`config.mk`:
```
export PLATFORM = sky130hd
export DESIGN_NAME = apb_slave_regfile
export DESIGN_NICKNAME = d
export VERILOG_FILES = /design/src/rtl/apb_pkg.sv /design/src/rtl/apb_regfile_mem.sv /design/src/rtl/apb_slave_regfile.sv
export SDC_FILE = /design/constraint.sdc
export NUM_CORES = 1
export LEC_CHECK = 0
export CAP_MARGIN = 20
export CORE_ASPECT_RATIO = 0.7
export CORE_MARGIN = 4
export CORE_UTILIZATION = 63
export DETAILED_ROUTE_END_ITERATION = 8
export PLACE_DENSITY_LB_ADDON = 0.1
export SLEW_MARGIN = 10
export SYNTH_ARGS = -nofsm -noshare
export SYNTH_HDL_FRONTEND = slang
export SYNTH_HIERARCHICAL = 1
export SYNTH_SLANG_ARGS = --single-unit
export TNS_END_PERCENT = 20
```
`constraint.sdc`:
```
create_clock -name pclk -period 14.2 [get_ports pclk]
set_input_delay 4.26 -clock pclk [delete_from_list [all_inputs] [get_ports pclk]]
set_output_delay 4.26 -clock pclk [all_outputs]
set_load 0.005 [all_outputs]
```
`src/rtl/apb_pkg.sv`:
```
// Definitions shared by the APB master and completer: bus widths and the
// completer FSM state encoding.
package apb_pkg;

  localparam int APB_ADDR_W = 32;
  localparam int APB_DATA_W = 8;

  localparam logic [1:0] ST_IDLE   = 2'd0;
  localparam logic [1:0] ST_WAIT   = 2'd1;
  localparam logic [1:0] ST_ACCESS = 2'd2;

endpackage

```
`src/rtl/apb_regfile_mem.sv`:
```
// DEPTH x DATA_W register storage: async clear, synchronous write port,
// combinational read port.
module apb_regfile_mem #(
  parameter int DEPTH  = 16,
  parameter int DATA_W = 8
) (
  input  logic                     clk,
  input  logic                     rst,
  input  logic                     we,
  input  logic [$clog2(DEPTH)-1:0] waddr,
  input  logic [DATA_W-1:0]        wdata,
  input  logic [$clog2(DEPTH)-1:0] raddr,
  output logic [DATA_W-1:0]        rdata
);

  logic [DATA_W-1:0] mem [DEPTH];

  // NOTE: this storage is flops, not a RAM macro, so clearing every entry on
  // reset is legal and gives software a known all-zero register file.
  always_ff @(posedge clk or posedge rst) begin
    if (rst) begin
      for (int i = 0; i < DEPTH; i++) mem[i] <= '0;
    end else if (we) begin
      mem[waddr] <= wdata;
    end
  end

  assign rdata = mem[raddr];

endmodule

```
`src/rtl/apb_slave_regfile.sv`:
```
// APB completer with programmable wait states in front of a small register
// file; out-of-range addresses answer with pslverr.
module apb_slave_regfile
  import apb_pkg::*;
#(
  parameter int               ADDR_W      = APB_ADDR_W,
  parameter int               DATA_W      = APB_DATA_W,
  parameter int               DEPTH       = 16,
  parameter logic [ADDR_W-1:0] BASE_ADDR  = '0,
  parameter int               WAIT_CYCLES = 1
) (
  input  logic              pclk,
  input  logic              preset,
  input  logic              psel,
  input  logic              penable,
  input  logic              pwrite,
  input  logic [ADDR_W-1:0] paddr,
  input  logic [DATA_W-1:0] pwdata,
  output logic [DATA_W-1:0] prdata,
  output logic              pready,
  output logic              pslverr
);

  localparam int IDX_W = $clog2(DEPTH);

  logic [1:0]        state;
  logic [3:0]        wait_cnt;
  logic [ADDR_W-1:0] lat_addr;
  logic              lat_write;
  logic [DATA_W-1:0] lat_wdata;

  logic [ADDR_W-1:0] offset;
  logic              in_range;
  logic [IDX_W-1:0]  idx;
  logic [DATA_W-1:0] rd_data;
  logic              wr_en;

  // Addresses below BASE_ADDR wrap to large offsets and fall out of range.
  assign offset   = lat_addr - BASE_ADDR;
  assign in_range = offset < ADDR_W'(DEPTH);
  assign idx      = offset[IDX_W-1:0];

  // NOTE: state registers use non-blocking assignments so every flop samples
  // the values from before the edge, independent of statement order.
  always_ff @(posedge pclk or posedge preset) begin
    if (preset) begin
      state     <= ST_IDLE;
      wait_cnt  <= '0;
      lat_addr  <= '0;
      lat_write <= 1'b0;
      lat_wdata <= '0;
    end else begin
      case (state)
        ST_IDLE: begin
          if (psel && !penable) begin
            lat_addr  <= paddr;
            lat_write <= pwrite;
            lat_wdata <= pwdata;
            wait_cnt  <= 4'(WAIT_CYCLES);
            state     <= (WAIT_CYCLES > 0) ? ST_WAIT : ST_ACCESS;
          end
        end
        ST_WAIT: begin
          if (!psel) begin
            state <= ST_IDLE;
          end else begin
            wait_cnt <= wait_cnt - 4'd1;
            if (wait_cnt == 4'd1) state <= ST_ACCESS;
          end
        end
        ST_ACCESS: begin
          // Completion (psel & penable) and abort (!psel) both end in IDLE.
          if (!psel || penable) state <= ST_IDLE;
        end
        default: state <= ST_IDLE;
      endcase
    end
  end

  assign wr_en = (state == ST_ACCESS) && psel && penable && in_range && lat_write;

  apb_regfile_mem #(
    .DEPTH (DEPTH),
    .DATA_W(DATA_W)
  ) u_mem (
    .clk  (pclk),
    .rst  (preset),
    .we   (wr_en),
    .waddr(idx),
    .wdata(lat_wdata),
    .raddr(idx),
    .rdata(rd_data)
  );

  assign pready  = (state == ST_ACCESS);
  assign pslverr = pready && !in_range;
  assign prdata  = (pready && in_range && !lat_write) ? rd_data : '0;

endmodule
```
==> out/metrics.sh <==
FP.DIEH_UM=101.8
NETLIST.AREA_LEADER.SHARE=0.5528
POWER_SWITCHING_mW=0.3876
FINALWEIGHTEDCONGESTION=0.7886
START_UTIL=0.6593
POSTSYNTHNETCOUNT=566
INSERTION_DELAY_NS=0.42
HOLD_PATH_CLASS='flop to flop'
SYNTH_TOP_FAMILY_BY_AREA='multiplexers'
WORSTSETUPPATHTYPE='flop to primary output'
TIMING.FINAL.SETUP_VIOLATIONS=0
DETAILROUTE.VIA_COUNT=4609
TNS_NS=0
GRT_MAX_DEGREE=82
POSTLAYOUTSETUPSLACKWORST_NS=6.660
VIASPERCELL=6.296
POST_SYNTHESIS_XOR_XNOR_AREA_FRACTION=0.001106
POST_CTS_HOLD_BUFFER_COUNT=0
RSZ_0062_RAISED_AFTER_GLOBAL_ROUTING='false'
POWER.INTERNAL_mW=0.9225
GR-TOTAL-OVERFLOW=0
DIE_AR_UM2=14460
POST_SYNTH_AND_OR_NAND_NOR_AREA_FRACTION=0.05892
WL_UM=16480
START_KIND='flop'
CTS_TREE='built'
FINCLKSKEW_NS=0.01023
CTS.CLK_SLEW.WORST_PATHS_NS=0.06
POSTSYNTHREGISTERBITS=175
NETLIST_INSTANCES=519
WORSTMARGINPINSLEW_NS=0.9122
YS_WARN_COUNT=6
CP-END-KIND='primary output'
YOSYS.AREA.TOP_TYPE='dfrtp_1'
NUM_ANTENNA_CELLS=0
NUMPORTBUFFERS=54
DRIVE_GT1_FRAC=0.4174
CTS_NUM_SINKS=175
FIN_NETS=611
GRT_PASS1_WL_UM=27060
PLACE_WORST_SETUP_SLACK_NS=7.033
ARITHMETIC_CELL_SHARE_OF_THE_SYNTHESIZED_AREA_COUNTING_FULL_ADDERS_HALF_ADDERS_AND_MAJORITY_GATES=0.003159
CLOCKROOTBUFFER='clkbuf_16'
GRT_ANTENNA_BEFORE_REPAIR=0
LAYOUT.CELLS.MOST_COMMON='dfrtp_1'
MULTIPLEXER_SHARE_OF_THE_SYNTHESIZED_AREA=0.3312
PWR-SHARE-CLK=0.343
YS_DOMINANT_REG_CELL='dfrtp_1'
POWER.DENSITY_CELL_AREA_nW_PER_UM2=144.0
CRITPATHARRIVALTIME_NS=3.28
WORST-ENDPOINT-REQUIRED_NS=9.94
GR-USAGE-ALL-LAYERS=0.2482
DRT_DRC_VIOLATIONS_LEFT=0
1ST_ITER_DRT_VIOLS=274
RUN_STATUS='completed'
POSTSYNTHAREAPERCELL_UM2=15.26
COMBINATIONALPOWERSHARE=0.154
WORSTPATHMAXFANOUT=27
HTREE_LEVELS=4
SYNTH_ENABLE_FLOP_CELLS=0
SYNTH_COMPOUND_GATE_AREA_SHARE=0.02101
SYNTH_CELL_TYPES=39
POWER_FRAC_SEQ=0.503
MAXIMUM_CAPACITANCE_VIOLATIONS=0
CLOCK.FMAX_MHz=132.6
FINAL.PERIOD_UTILIZATION=0.5310
CTS_BUFFERS=17
DP.FINAL_HPWL_UM=10880
ROUTE.DETAILED.WL_PER_INST_UM=22.51
IO-PIN-COUNT=55
FIRST_GLOBAL_VIAS=4909
DRT_PRE_ANTENNA_ITERS=4
STD_CELL_ROWS=33
POST_SYNTH_INSTANCE_AREA_UM2=7921
SLEW_VIOLATIONS=0
WORST_IR_DROP_VDD_mV=0.1207
SYNTH_TOP_CELLS_BY_AREA='dfrtp_1, mux2_2, mux4_2'
FIN_UTIL=0.7571
CORE_AREA_UM2=12020
CLOCK_TREE.BUFFER_DEPTH=2
SYNTH_SEQUENTIAL_AREA_RATIO=0.5528
PERIOD_MINUS_SLACK_NS=7.540
DIE_W_UM=142.0
SETUP_BUFS_POST_CTS=0
COMMONEST_NON_FILL_NON_TAP_CELLS_IN_THE_LAYOUT='dfrtp_1, mux2_2, clkdlybuf4s50_1'
ANT_NETS=0
TIMING.FINAL.HOLD_VIOLATIONS=0
SHARE_OF_SYNTHESIZED_REGISTERS_CARRYING_AN_ASYNC_SET_OR_RESET=1.000
SLEW_HEADROOM=0.3892
P_SW_FRAC=0.2959
POWER.LEAKAGE_nW=4.171
CTS_REPAIR_RESIZE_COUNT=0
LAYOUT-AREA-OVERHEAD-VS-SYNTH_PCT=14.83
## worst max-delay path: stages, from the launching register on
cell	delay, ns
dfrtp_2	0.72
buf_4	0.51
mux4_2	0.33
a22oi_1	0.06
nand2_1	0.10
inv_1	0.04
nor4_1	0.46
clkdlybuf4s50_1	0.60
## final cells by class
| class | instances | area (um2) |
|---|---|---|
| Sequential cell | 175 | 4380 |
| Clock inverter | 9 | 112.6 |
| Tap cell | 157 | 196.4 |
| Inverter | 12 | 47.55 |
| Clock buffer | 21 | 450.4 |
| Fill cell | 737 | 2919 |
| Timing Repair Buffer | 60 | 618.1 |
| Multi-Input combinational cell | 298 | 3291 |
## logic make-up after synthesis
logic type	count (synthesis)
buf+inv	46
compound gates	23
fa+ha+maj	2
mux	201
simple gates	71
xor+xnor	1
flops	175
## cell usage after synthesis (2+ instances only)
cell type and count:
nor2_1 5, buf_1 2, nand4_1 3, buf_2 9
mux4_2 32, nand3_1 8, dfrtp_1 175, nand3b_1 3
buf_6 6, nor4_1 15, or3_1 2, mux2_1 4
mux2_2 165, nor3_1 2, buf_4 6, nor3b_4 2
nand2b_1 2, a22oi_1 16, nor3b_2 2, nor2b_1 4
clkbuf_1 11, nand2_1 14, ha_1 2, and4b_1 2
o21ai_0 2, inv_1 12
## worst paths after layout
kind,start,endpoint,slack [ns],cells after the start
max in group asynchronous,preset,u_mem/mem[28]$_DFFE_PP0P_,8.84,4
max reg2reg,lat_addr[18]$_DFFE_PP0P_,u_mem/mem[54]$_DFFE_PP0P_,10.38,6
max,lat_addr[0]$_DFFE_PP0P_,prdata[6],6.66,7
min in group asynchronous,preset,wait_cnt[0]$_DFFE_PP0P_,4.21,2
min,lat_addr[15]$_DFFE_PP0P_,lat_addr[15]$_DFFE_PP0P_,0.49,1
min reg2reg,lat_addr[15]$_DFFE_PP0P_,lat_addr[15]$_DFFE_PP0P_,0.49,1
## stage by stage
step | instance area, um2 | cells | total power, mW | hold slack, ns
final | 9096 | 732 | 1.310 | 0.4889
after global routing | 9096 | 732 | 1.373 | 0.5136
after CTS | 9049 | 730 | 1.317 | 0.4921
after detailed placement | 8486 | 700 | 0.8697 | 0.4779
after global placement | 8486 | 700 | 0.8562 | 0.4757
after floorplan | 7921 | 519 | 0.8052 | 0.4532
## power by group through the flow
stage	Combinational, mW	Sequential, mW	Clock [mW]
after floorplan	0.208	0.597	0
after global placement	0.193	0.664	0
after detailed placement	0.200	0.670	0
after CTS	0.202	0.661	0.454
after global routing	0.221	0.676	0.477
final	0.202	0.659	0.449
## per-layer routing
layer / track usage / up-vias / share of wire
li1: - / 2018 / -
met1: 0.3722 / 2475 / 0.46
met2: 0.3867 / 108 / 0.48
met3: 0.04210 / 8 / 0.057
met4: 0.06268 / 0 / 0.0055
met5: 0 / - / 0
## state kept, by name, summed over array words and instances (netlist names)
register and cells:
u_mem/mem 128, lat_addr 32, lat_wdata 8, wait_cnt 4, state 2, lat_write 1
(Power assumes the default switching activity.)
